<file path="src/rtl/text_console_writer_pkg.sv">
// Shared definitions for the character text display (writer and renderer).
// Holds screen geometry defaults, the blank cell code, control codes,
// the printable range and the writer state encoding.
package text_pkg;

  // Screen geometry; the renderer must use the same values.
  localparam int CHAR_PER_LINE = 62;
  localparam int NUM_ROWS      = 46;
  localparam int ADDR_WIDTH    = 12;

  // Cell code the renderer draws as an empty cell.
  localparam logic [7:0] BLANK_CHAR = 8'h00;

  // Control codes understood by the writer.
  localparam logic [7:0] CC_BS = 8'h08;
  localparam logic [7:0] CC_LF = 8'h0A;
  localparam logic [7:0] CC_FF = 8'h0C;
  localparam logic [7:0] CC_CR = 8'h0D;

  // Printable ASCII range, inclusive.
  localparam logic [7:0] PRINT_MIN = 8'h20;
  localparam logic [7:0] PRINT_MAX = 8'h7E;

  typedef enum logic [1:0] {
    ST_IDLE       = 2'd0,
    ST_CLEAR_LINE = 2'd1,
    ST_CLEAR_ALL  = 2'd2
  } state_t;

  function automatic logic is_printable(input logic [7:0] c);
    return (c >= PRINT_MIN) && (c <= PRINT_MAX);
  endfunction

endpackage

</file>
<file path="src/rtl/text_console_writer_if.sv">
// Byte-stream input and character-RAM write port of the console writer.
// master: character source (drives char_in/char_valid, observes the rest).
// slave : the writer (drives char_ready and the wr_* RAM write strobe bus).
interface text_console_writer_if #(
  parameter int ADDR_WIDTH = text_pkg::ADDR_WIDTH
);

  logic [7:0]            char_in;
  logic                  char_valid;
  logic                  char_ready;
  logic                  wr_en;
  logic [ADDR_WIDTH-1:0] wr_addr;
  logic [7:0]            wr_data;

  modport master (
    output char_in,
    output char_valid,
    input  char_ready,
    input  wr_en,
    input  wr_addr,
    input  wr_data
  );

  modport slave (
    input  char_in,
    input  char_valid,
    output char_ready,
    output wr_en,
    output wr_addr,
    output wr_data
  );

endinterface

</file>
<file path="src/rtl/text_console_writer.sv">
// Write side of the text console: turns a byte stream into character RAM
// writes at row*CHAR_PER_LINE+col, handling wrap, LF, CR, BS and FF.
// Ports: clk, rst (sync, active high), bus (slave: char stream in, RAM
// write out), cursor_col, cursor_row, busy. All outputs registered; a
// write appears one cycle after acceptance; char_ready is low while clearing.
module text_console_writer #(
  parameter int         CHAR_PER_LINE = text_pkg::CHAR_PER_LINE,
  parameter int         NUM_ROWS      = text_pkg::NUM_ROWS,
  parameter int         ADDR_WIDTH    = text_pkg::ADDR_WIDTH,
  parameter logic [7:0] BLANK_CHAR    = text_pkg::BLANK_CHAR
) (
  input  logic                 clk,
  input  logic                 rst,
  text_console_writer_if.slave bus,
  output logic [6:0]           cursor_col,
  output logic [5:0]           cursor_row,
  output logic                 busy
);

  import text_pkg::*;

  localparam logic [ADDR_WIDTH-1:0] LAST_CELL  = ADDR_WIDTH'(CHAR_PER_LINE * NUM_ROWS - 1);
  localparam logic [ADDR_WIDTH-1:0] LINE_LEN   = ADDR_WIDTH'(CHAR_PER_LINE);
  localparam logic [ADDR_WIDTH-1:0] LAST_CNT_L = ADDR_WIDTH'(CHAR_PER_LINE - 1);
  localparam logic [6:0]            LAST_COL   = 7'(CHAR_PER_LINE - 1);
  localparam logic [5:0]            LAST_ROW   = 6'(NUM_ROWS - 1);

  state_t                state_q;
  logic                  char_ready_q;
  logic                  busy_q;
  logic                  wr_en_q;
  logic [ADDR_WIDTH-1:0] wr_addr_q;
  logic [7:0]            wr_data_q;
  logic [6:0]            col_q;
  logic [5:0]            row_q;
  logic [ADDR_WIDTH-1:0] row_base_q;   // always row_q*CHAR_PER_LINE
  logic [ADDR_WIDTH-1:0] cnt_q;        // clear sweep counter (line or screen)

  logic                  accept_d;
  logic                  printable_d;
  logic                  advance_d;
  logic [ADDR_WIDTH-1:0] cell_addr_d;
  logic [ADDR_WIDTH-1:0] clr_addr_d;
  logic [5:0]            row_d;
  logic [ADDR_WIDTH-1:0] row_base_d;

  always_comb begin
    accept_d    = bus.char_valid & char_ready_q;
    printable_d = is_printable(bus.char_in);
    // A printable in the last column and LF both move to the next row.
    advance_d   = (printable_d && (col_q == LAST_COL)) || (bus.char_in == CC_LF);
    cell_addr_d = row_base_q + ADDR_WIDTH'(col_q);
    clr_addr_d  = row_base_q + cnt_q;
    // Row base tracks the row incrementally; the bottom row wraps to the top.
    if (row_q == LAST_ROW) begin
      row_d      = '0;
      row_base_d = '0;
    end else begin
      row_d      = row_q + 6'd1;
      row_base_d = row_base_q + LINE_LEN;
    end
  end

  always_ff @(posedge clk) begin
    if (rst) begin
      state_q      <= ST_CLEAR_ALL;
      char_ready_q <= 1'b0;
      busy_q       <= 1'b1;
      wr_en_q      <= 1'b0;
      wr_addr_q    <= '0;
      wr_data_q    <= BLANK_CHAR;
      col_q        <= '0;
      row_q        <= '0;
      row_base_q   <= '0;
      cnt_q        <= '0;
    end else begin
      wr_en_q <= 1'b0;
      case (state_q)
        ST_CLEAR_ALL: begin
          wr_en_q   <= 1'b1;
          wr_addr_q <= cnt_q;
          wr_data_q <= BLANK_CHAR;
          if (cnt_q == LAST_CELL) begin
            cnt_q        <= '0;
            state_q      <= ST_IDLE;
            char_ready_q <= 1'b1;
            busy_q       <= 1'b0;
          end else begin
            cnt_q <= cnt_q + 1'b1;
          end
        end

        ST_CLEAR_LINE: begin
          wr_en_q   <= 1'b1;
          wr_addr_q <= clr_addr_d;
          wr_data_q <= BLANK_CHAR;
          if (cnt_q == LAST_CNT_L) begin
            cnt_q        <= '0;
            state_q      <= ST_IDLE;
            char_ready_q <= 1'b1;
            busy_q       <= 1'b0;
          end else begin
            cnt_q <= cnt_q + 1'b1;
          end
        end

        ST_IDLE: begin
          if (accept_d) begin
            // Character write uses the pre-advance row base, so a wrapping
            // character still lands on the row it was typed on.
            if (printable_d) begin
              wr_en_q   <= 1'b1;
              wr_addr_q <= cell_addr_d;
              wr_data_q <= bus.char_in;
              col_q     <= (col_q == LAST_COL) ? 7'd0 : col_q + 7'd1;
            end else begin
              case (bus.char_in)
                CC_LF: col_q <= '0;
                CC_CR: col_q <= '0;
                CC_BS: begin
                  if (col_q != 7'd0) begin
                    col_q     <= col_q - 7'd1;
                    wr_en_q   <= 1'b1;
                    wr_addr_q <= cell_addr_d - ADDR_WIDTH'(1);
                    wr_data_q <= BLANK_CHAR;
                  end
                end
                CC_FF: begin
                  col_q        <= '0;
                  row_q        <= '0;
                  row_base_q   <= '0;
                  cnt_q        <= '0;
                  state_q      <= ST_CLEAR_ALL;
                  char_ready_q <= 1'b0;
                  busy_q       <= 1'b1;
                end
                default: ;  // unsupported codes are consumed silently
              endcase
            end

            if (advance_d) begin
              row_q        <= row_d;
              row_base_q   <= row_base_d;
              cnt_q        <= '0;
              state_q      <= ST_CLEAR_LINE;
              char_ready_q <= 1'b0;
              busy_q       <= 1'b1;
            end
          end
        end

        default: begin
          // Unreachable encoding: recover by repainting the whole screen.
          state_q      <= ST_CLEAR_ALL;
          cnt_q        <= '0;
          col_q        <= '0;
          row_q        <= '0;
          row_base_q   <= '0;
          char_ready_q <= 1'b0;
          busy_q       <= 1'b1;
        end
      endcase
    end
  end

  assign bus.char_ready = char_ready_q;
  assign bus.wr_en      = wr_en_q;
  assign bus.wr_addr    = wr_addr_q;
  assign bus.wr_data    = wr_data_q;
  assign cursor_col     = col_q;
  assign cursor_row     = row_q;
  assign busy           = busy_q;

endmodule

</file>
<file path="src/flat_wrapper.sv">
// flat-port wrapper written by rule: the top's interface ports become plain ports
module text_console_writer_flat import text_pkg::*;
#(
  parameter int         CHAR_PER_LINE = text_pkg::CHAR_PER_LINE,
  parameter int         NUM_ROWS      = text_pkg::NUM_ROWS,
  parameter int         ADDR_WIDTH    = text_pkg::ADDR_WIDTH,
  parameter logic [7:0] BLANK_CHAR    = text_pkg::BLANK_CHAR
)
  (clk, rst, cursor_col, cursor_row, busy, bus_char_in, bus_char_valid, bus_char_ready, bus_wr_en, bus_wr_addr, bus_wr_data);
  text_console_writer_if #(.ADDR_WIDTH(ADDR_WIDTH)) bus_i ();
  input  logic clk;
  input  logic rst;
  output logic [6:0] cursor_col;
  output logic [5:0] cursor_row;
  output logic busy;
  input wire logic [$bits(bus_i.char_in)-1:0] bus_char_in;
  input wire logic [$bits(bus_i.char_valid)-1:0] bus_char_valid;
  output wire logic [$bits(bus_i.char_ready)-1:0] bus_char_ready;
  output wire logic [$bits(bus_i.wr_en)-1:0] bus_wr_en;
  output wire logic [$bits(bus_i.wr_addr)-1:0] bus_wr_addr;
  output wire logic [$bits(bus_i.wr_data)-1:0] bus_wr_data;
  assign bus_i.char_in = bus_char_in;
  assign bus_i.char_valid = bus_char_valid;
  assign bus_char_ready = bus_i.char_ready;
  assign bus_wr_en = bus_i.wr_en;
  assign bus_wr_addr = bus_i.wr_addr;
  assign bus_wr_data = bus_i.wr_data;
  text_console_writer #(.CHAR_PER_LINE(CHAR_PER_LINE), .NUM_ROWS(NUM_ROWS), .ADDR_WIDTH(ADDR_WIDTH), .BLANK_CHAR(BLANK_CHAR)) u_core (.clk(clk), .rst(rst), .bus(bus_i), .cursor_col(cursor_col), .cursor_row(cursor_row), .busy(busy));
endmodule
</file>
<file path="config.mk">
export PLATFORM = sky130hd
export DESIGN_NAME = text_console_writer_flat
export DESIGN_NICKNAME = d
export VERILOG_FILES = /design/src/rtl/text_console_writer_pkg.sv /design/src/rtl/text_console_writer_if.sv /design/src/rtl/text_console_writer.sv /design/src/flat_wrapper.sv
export SDC_FILE = /design/constraint.sdc
export NUM_CORES = 1
export LEC_CHECK = 0
export CAP_MARGIN = 25
export CORE_MARGIN = 4
export CORE_UTILIZATION = 40
export CTS_CLUSTER_SIZE = 40
export DETAILED_ROUTE_END_ITERATION = 16
export GPL_TIMING_DRIVEN = 0
export SYNTH_ARGS = -nofsm -noshare
export SYNTH_HDL_FRONTEND = slang
export SYNTH_SLANG_ARGS = --single-unit
</file>
<file path="constraint.sdc">
create_clock -name clk -period 5.9 [get_ports clk]
set_input_delay 0.885 -clock clk [delete_from_list [all_inputs] [get_ports clk]]
set_output_delay 0.885 -clock clk [all_outputs]
set_load 0.05 [all_outputs]
</file>
# == Word level (Yosys, flattened, before mapping) ==
# Cells that the tools add are included.
# word_totals
regBits,62
inputBits,11
word_cells,115
# op_classes
n_addsub,8
magnitude_cmp,2
n_eq_ne,19
mux,59
n_bitwise,2
reduce_logical,15
# ops
op,n
2-to-1 mux 12 bit,13
case mux 12 bit (3 select lines),2
"equality test 8 x 4 -> 1 bit, second input constant",4
2-to-1 mux 8 bit,4
2-to-1 mux 6 bit,5
2-to-1 mux 7 bit,4
case mux 7 bit (2 select lines),2
case mux 12 bit (2 select lines),1
2-to-1 mux 1 bit,16
case mux 8 bit (2 select lines),1
AND reduction 4 bit,4
"adder 12 x 1 -> 12 bit, second input constant",1
adder 12 bit,1
"adder 12 x 6 -> 12 bit, second input constant",1
adder 12 x 7 -> 12 bit,1
"equality test 12 bit, second input constant",1
"equality test 12 x 6 -> 1 bit, second input constant",1
2-to-1 mux 2 bit,6
case mux 6 bit (2 select lines),1
"subtractor 12 x 1 -> 12 bit, second input constant",1
"greater-or-equal comparator 8 x 6 -> 1 bit, second input constant",1
"less-or-equal comparator 8 x 7 -> 1 bit, second input constant",1
"adder 7 x 1 -> 7 bit, second input constant",1
"equality test 7 x 6 -> 1 bit, second input constant",1
26 further kinds,31

# == Longest topological paths before layout ==
# logic_depth
ltp_word,7
depth_mapped,10

# == Worst setup path after synthesis ==
# Ideal clock, no wire load.
# synth_timing
kind,register to register
from,reg u_core.col_q[2] (netlist: u_core.cursor_col[2])
to,reg u_core.wr_addr_q[11] (netlist: u_core.bus.wr_addr[11])
arrival_time_ns,2.828
t_required_ns,5.839
path_slack_ns,3.011
stages_incl_launch_ff,10
path_buffers,1
cell_sequence,dfxtp_1 -> ha_1 -> buf_2 -> nor4_4 -> a22oi_2 -> a2111oi_4 -> nand4bb_1 -> and3_1 -> o311ai_1 -> o221a_1
# synth_via
elab_chain_cells,7
word_cells_on_any_way,10
# synth_lines
element,line_no,source
start: declaration,text_console_writer.sv:34,logic [6:0] col_q;
start signal: assignment,text_console_writer.sv:115,col_q <= (col_q == LAST_COL) ? 7'd0 : col_q + 7'd1;
start signal: assignment,text_console_writer.sv:122,col_q <= col_q - 7'd1;
adder 12 x 7 -> 12 bit,text_console_writer.sv:52,cell_addr_d = row_base_q + ADDR_WIDTH'(col_q);
subtractor 12 x 1 -> 12 bit,text_console_writer.sv:124,wr_addr_q <= cell_addr_d - ADDR_WIDTH'(1);
2-to-1 mux 12 bit,text_console_writer.sv:121,if (col_q != 7'd0) begin
2-to-1 mux 12 bit,text_console_writer.sv:117,case (bus.char_in)
2-to-1 mux 12 bit,text_console_writer.sv:111,if (printable_d) begin
2-to-1 mux 12 bit,text_console_writer.sv:108,if (accept_d) begin
case mux 12 bit (3 select lines),text_console_writer.sv:78,case (state_q)
end signal: assignment,text_console_writer.sv:81,wr_addr_q <= cnt_q;
end signal: assignment,text_console_writer.sv:113,wr_addr_q <= cell_addr_d;
end signal: assignment,text_console_writer.sv:124,
end: declaration,text_console_writer.sv:32,logic [ADDR_WIDTH-1:0] wr_addr_q;
# Several ways; a longest one is shown, not always the timed one. The select of a mux whose other input is x is not followed.
# A chain may end at the register's enable or synchronous reset.

# == Worst setup path after layout ==
# layout_timing
from,in bus_char_in[0]
to,reg u_core.row_base_q[3]
# layout_via
elab_chain_cells,7
word_cells_on_any_way,13
# layout_lines
element,line_no,source
start: declaration,flat_wrapper.sv:16,input wire logic [$bits(bus_i.char_in)-1:0] bus_char_in;
greater-or-equal comparator 8 x 6 -> 1 bit or less-or-equal comparator 8 x 7 -> 1 bit (tied branches),text_console_writer_pkg.sv:31,return (c >= PRINT_MIN) && (c <= PRINT_MAX);
logical AND 1 bit,text_console_writer_pkg.sv:31,
logical AND 1 bit,text_console_writer.sv:51,advance_d = (printable_d && (col_q == LAST_COL)) || (bus.char_in == CC_LF);
logical OR 1 bit,text_console_writer.sv:51,
2-to-1 mux 12 bit,text_console_writer.sv:141,if (advance_d) begin
2-to-1 mux 12 bit,text_console_writer.sv:108,
case mux 12 bit (2 select lines),text_console_writer.sv:78,
end signal: assignment,text_console_writer.sv:143,row_base_q <= row_base_d;
end: declaration,text_console_writer.sv:36,logic [ADDR_WIDTH-1:0] row_base_q;
# Several ways; a longest one is shown, not always the timed one. The select of a mux whose other input is x is not followed.

==> metrics.txt <==
# TYPE chip_impl_metric gauge
chip_impl_info{name="run_status",value="complete, no violations"} 1
chip_impl_metric{name="whs",unit="ns"} 0.452
chip_impl_metric{name="design.core.area",unit="sq um"} 11000
chip_impl_metric{name="drtPass1Iterations",unit=""} 5
chip_impl_metric{name="crit_path_max_fanout",unit=""} 10
chip_impl_metric{name="grt-ovfl-total",unit=""} 0
chip_impl_metric{name="max-slew-margin-rel",unit="%"} 48.6
chip_impl_metric{name="postCtsSetupBuffers",unit=""} 0
chip_impl_metric{name="ir_worst_vdd",unit="mV"} 0.160
chip_impl_info{name="worst_hold_startpoint",value="u_core.bus.wr_data[5]$_SDFFE_PP0P_"} 1
chip_impl_info{name="synth_top_flop_cell",value="sky130_fd_sc_hd__dfxtp_1"} 1
chip_impl_metric{name="tightestPinTransition",unit="ns"} 0.771
chip_impl_metric{name="synthesis.nets",unit=""} 597
chip_impl_info{name="cp-startpoint",value="bus_char_in[0]"} 1
chip_impl_metric{name="final_hold_viol_count",unit=""} 0
chip_impl_metric{name="p_comb_share",unit="%"} 28.2
chip_impl_metric{name="worstSkewPairLatency",unit="ns"} 0.33
chip_impl_metric{name="cts_buffers",unit=""} 9
chip_impl_metric{name="netSwitchingPower",unit="uW"} 494
chip_impl_metric{name="syn-cell-area",unit="sq um"} 4540
chip_impl_metric{name="num-fill-cells",unit=""} 1046
chip_impl_metric{name="first_global_vias",unit=""} 4329
chip_impl_metric{name="cp_data_arrival_time",unit="ns"} 3.57
chip_impl_metric{name="path_clk_slew",unit="ns"} 0.06
chip_impl_metric{name="synth_enable_flop_cells",unit=""} 0
chip_impl_metric{name="num_io_pins",unit=""} 47
chip_impl_metric{name="drive_gt1_share",unit="%"} 11.5
chip_impl_metric{name="drtIter0Drc",unit=""} 246
chip_impl_metric{name="pre_cts_ws",unit="ns"} 2.29
chip_impl_metric{name="clock_period_minus_worst_slack",unit="ns"} 3.35
chip_impl_metric{name="netlist.area_leader.share",unit="%"} 26.9
chip_impl_metric{name="hpwlAfterDp",unit="mm"} 10.2
chip_impl_metric{name="synth_sequential_area_ratio",unit="%"} 26.9
chip_impl_metric{name="die_width",unit="microns"} 115
chip_impl_metric{name="power_frac_clock",unit="%"} 39.4
chip_impl_info{name="worstHoldPathType",value="register to register"} 1
chip_impl_metric{name="critical_path_required",unit="ns"} 6.12
chip_impl_metric{name="timing_max_transition_violations_final",unit=""} 0
chip_impl_metric{name="die-height",unit="microns"} 115
chip_impl_metric{name="cells_after_synth",unit=""} 556
chip_impl_metric{name="achievable-frequency",unit="MHz"} 298
chip_impl_info{name="clock-root-buffer",value="sky130_fd_sc_hd__clkbuf_16"} 1
chip_impl_metric{name="antennaDiodeCount",unit=""} 0
chip_impl_metric{name="num_rows",unit=""} 38
chip_impl_metric{name="synth.avg_cell_area",unit="sq um"} 8.17
chip_impl_metric{name="final_min_period_over_clock_period",unit="%"} 56.8
chip_impl_metric{name="design.final.nets",unit=""} 653
chip_impl_metric{name="seqPwrFrac",unit="%"} 32.3
chip_impl_metric{name="combined_area_of_the_multi_input_logic_cells",unit="sq um"} 3080
chip_impl_metric{name="area.growth.synth_to_final",unit="%"} 21.0
chip_impl_metric{name="ys_types",unit=""} 79
chip_impl_metric{name="postcts_resize_cnt",unit=""} 0
chip_impl_metric{name="globalplace.congestion",unit=""} 0.881
chip_impl_metric{name="antenna_violations_before_repair",unit=""} 0
chip_impl_metric{name="remaining_drc_errors",unit=""} 0
chip_impl_info{name="rr_startpoint",value="u_core.cursor_col[2]$_SDFFE_PP0P_"} 1
chip_impl_metric{name="final_setup_vio_count",unit=""} 0
chip_impl_metric{name="start_util",unit="%"} 41.3
chip_impl_metric{name="tns",unit="ns"} 0
chip_impl_metric{name="switching_share",unit="%"} 33.6
chip_impl_info{name="synth.top_cells.by_area",value="sky130_fd_sc_hd__dfxtp_1 (27%), sky130_fd_sc_hd__ha_1 (8.3%), sky130_fd_sc_hd__xnor2_1 (7.7%)"} 1
chip_impl_metric{name="ys_seq_elements",unit=""} 61
chip_impl_info{name="rsz_0062_raised_after_global_routing",value="no"} 1
chip_impl_metric{name="grt_use_total",unit="%"} 21.2
chip_impl_metric{name="wl_per_cell",unit="microns"} 17.8
chip_impl_metric{name="synth_async_sr_flop_share",unit="%"} 0
chip_impl_metric{name="cts_hold_fix_bufs",unit=""} 0
chip_impl_metric{name="via_count",unit=""} 4368
chip_impl_info{name="tritoncts_clock_tree",value="yes"} 1
chip_impl_metric{name="dieArea",unit="sq um"} 13100
chip_impl_metric{name="ctsHtreeMaxLevel",unit=""} 3
chip_impl_metric{name="clock-sinks",unit=""} 61
chip_impl_info{name="synth_top_cell_by_area",value="sky130_fd_sc_hd__dfxtp_1"} 1
chip_impl_info{name="cp-end-kind",value="register"} 1
chip_impl_metric{name="numPortBuffers",unit=""} 45
chip_impl_info{name="critPathLaunchType",value="primary input"} 1
chip_impl_metric{name="layout_setup_ws",unit="ns"} 2.55
chip_impl_info{name="criticalPathCategory",value="primary input to register"} 1
chip_impl_metric{name="grt_start_max_net_pins",unit=""} 12
chip_impl_metric{name="first_pass_grt_wire_length",unit="mm"} 22.2
chip_impl_metric{name="power_per_cell_area",unit="nW/um^2"} 268
chip_impl_metric{name="synth-warning-count",unit=""} 0
chip_impl_metric{name="postRouteWirelength",unit="mm"} 13.5
chip_impl_metric{name="timing.max_cap.violations",unit=""} 0
chip_impl_metric{name="power.internal",unit="uW"} 977
chip_impl_metric{name="static_leakage",unit="uW"} 0.00194
chip_impl_metric{name="viasPerCell",unit=""} 5.77
chip_impl_metric{name="antenna_left",unit=""} 0
chip_impl_metric{name="register_area",unit="sq um"} 1220
chip_impl_metric{name="clk_path_buf_depth",unit=""} 2
chip_impl_metric{name="fin_worst_skew",unit="ns"} 0.00689
## layout make-up
cell class | instances | area share (%)
Buffer | 28 | 2.57
Sequential cell | 61 | 22.2
Clock inverter | 5 | 1.53
Inverter | 26 | 1.78
Multi-Input combinational cell | 441 | 56.1
Tap cell | 140 | 3.19
Timing Repair Buffer | 45 | 8.20
Clock buffer | 11 | 4.42
## power groups by stage
| stage | clock network, uW | logic, uW | registers, uW |
|---|---|---|---|
| after global placement | 0 | 405 | 484 |
| after global routing | 605 | 450 | 479 |
| after floorplan | 0 | 239 | 533 |
| final | 580 | 415 | 475 |
| after detailed placement | 0 | 412 | 484 |
| after CTS | 587 | 414 | 475 |
## routing by layer
metal	part of all wire (%)	track usage [%]	up-vias
met5	0	0	-
met4	1.9	6.49	0
met3	5.4	4.33	26
met2	47	34.1	141
met1	46	28.5	2073
li1	-	-	2128
## cells in the mapped netlist (6+ instances only)
master / count
sky130_fd_sc_hd__nand3_1: 20
sky130_fd_sc_hd__a21oi_1: 33
sky130_fd_sc_hd__mux2i_1: 6
sky130_fd_sc_hd__ha_1: 30
sky130_fd_sc_hd__nand4_1: 8
sky130_fd_sc_hd__dfxtp_1: 61
sky130_fd_sc_hd__a21oi_2: 11
sky130_fd_sc_hd__clkbuf_1: 17
sky130_fd_sc_hd__and3_1: 8
sky130_fd_sc_hd__xor2_1: 6
sky130_fd_sc_hd__nor3_1: 17
sky130_fd_sc_hd__nand2_1: 51
sky130_fd_sc_hd__o21ai_0: 22
sky130_fd_sc_hd__a211oi_2: 7
sky130_fd_sc_hd__xnor2_1: 40
sky130_fd_sc_hd__nor2_1: 66
sky130_fd_sc_hd__o31ai_1: 7
sky130_fd_sc_hd__inv_1: 25
## critical path, stage by stage
cell                              delay (ns)
sky130_fd_sc_hd__clkdlybuf4s50_1        0.55
sky130_fd_sc_hd__nand4_1                0.22
sky130_fd_sc_hd__o221ai_2               0.25
sky130_fd_sc_hd__nor4_4                 0.48
sky130_fd_sc_hd__o21ai_1                0.13
sky130_fd_sc_hd__o211a_1                0.20
sky130_fd_sc_hd__a21oi_1                0.45
sky130_fd_sc_hd__buf_2                  0.33
sky130_fd_sc_hd__nor2_1                 0.08
## kinds of logic after synthesis
group / after synthesis / synth area share, %
and+or+nand+nor: 209 / 23.2
AOI/OAI and AO/OA: 147 / 25.4
DFF: 61 / 26.9
buffers and inverters: 54 / 5.26
xor gates and xnor gates: 46 / 8.87
adders and majority gates: 30 / 8.27
muxes: 9 / 2.12
## flip-flops by register name (all words and copies together), names as in the netlist
name / flops
u_core.bus.char_ready: 1
u_core.bus.wr_addr: 12
u_core.bus.wr_data: 8
u_core.bus.wr_en: 1
u_core.busy: 1
u_core.cnt_q: 12
u_core.cursor_col: 7
u_core.cursor_row: 6
u_core.row_base_q: 11
u_core.state_q: 2
## worst paths after layout
path	endpoint	slack [ns]	cells after the start
max	u_core.row_base_q[3]$_SDFFE_PP0P_	2.55	9
min	u_core.bus.wr_data[5]$_SDFFE_PP0P_	0.45	2
max reg2reg	u_core.bus.wr_addr[11]$_SDFFE_PP0P_	2.95	9
min reg2reg	u_core.bus.wr_data[5]$_SDFFE_PP0P_	0.45	2
## placed cells by master (no fill, tap or decap), types with 5 or more instances in the layout
cell type / synthesis / layout
sky130_fd_sc_hd__a211oi_2: 7 / 7
sky130_fd_sc_hd__nand3_1: 20 / 20
sky130_fd_sc_hd__clkbuf_1: 17 / 18
sky130_fd_sc_hd__or2_2: 5 / 5
sky130_fd_sc_hd__clkbuf_16: 0 / 9
sky130_fd_sc_hd__ha_1: 30 / 30
sky130_fd_sc_hd__xnor2_1: 40 / 40
sky130_fd_sc_hd__nand4_1: 8 / 8
sky130_fd_sc_hd__nor2_1: 66 / 66
sky130_fd_sc_hd__o31ai_1: 7 / 7
sky130_fd_sc_hd__xor2_1: 6 / 6
sky130_fd_sc_hd__a311oi_1: 5 / 5
sky130_fd_sc_hd__and3_1: 8 / 8
sky130_fd_sc_hd__a21oi_2: 11 / 11
sky130_fd_sc_hd__nand2_1: 51 / 51
sky130_fd_sc_hd__clkdlybuf4s50_1: 0 / 45
sky130_fd_sc_hd__mux2i_1: 6 / 6
sky130_fd_sc_hd__nand2b_1: 5 / 5
sky130_fd_sc_hd__a21oi_1: 33 / 33
sky130_fd_sc_hd__buf_2: 5 / 5
sky130_fd_sc_hd__dfxtp_1: 61 / 61
sky130_fd_sc_hd__nor3_1: 17 / 17
sky130_fd_sc_hd__inv_1: 25 / 25
sky130_fd_sc_hd__o21ai_0: 22 / 22
## metrics by stage
| stage | instances | power, uW | util [%] | cell area [sq um] |
|---|---|---|---|---|
| 4_1_cts | 757 | 1480 | 50.0 | 5490 |
| 6_report | 757 | 1470 | 50.0 | 5490 |
| 3_5_place_dp | 741 | 895 | 47.0 | 5170 |
| 5_1_grt | 757 | 1530 | 50.0 | 5490 |
| 3_3_place_gp | 741 | 888 | 47.0 | 5170 |
| 2_1_floorplan | 556 | 772 | - | 4540 |
(Power assumes the default switching activity.)
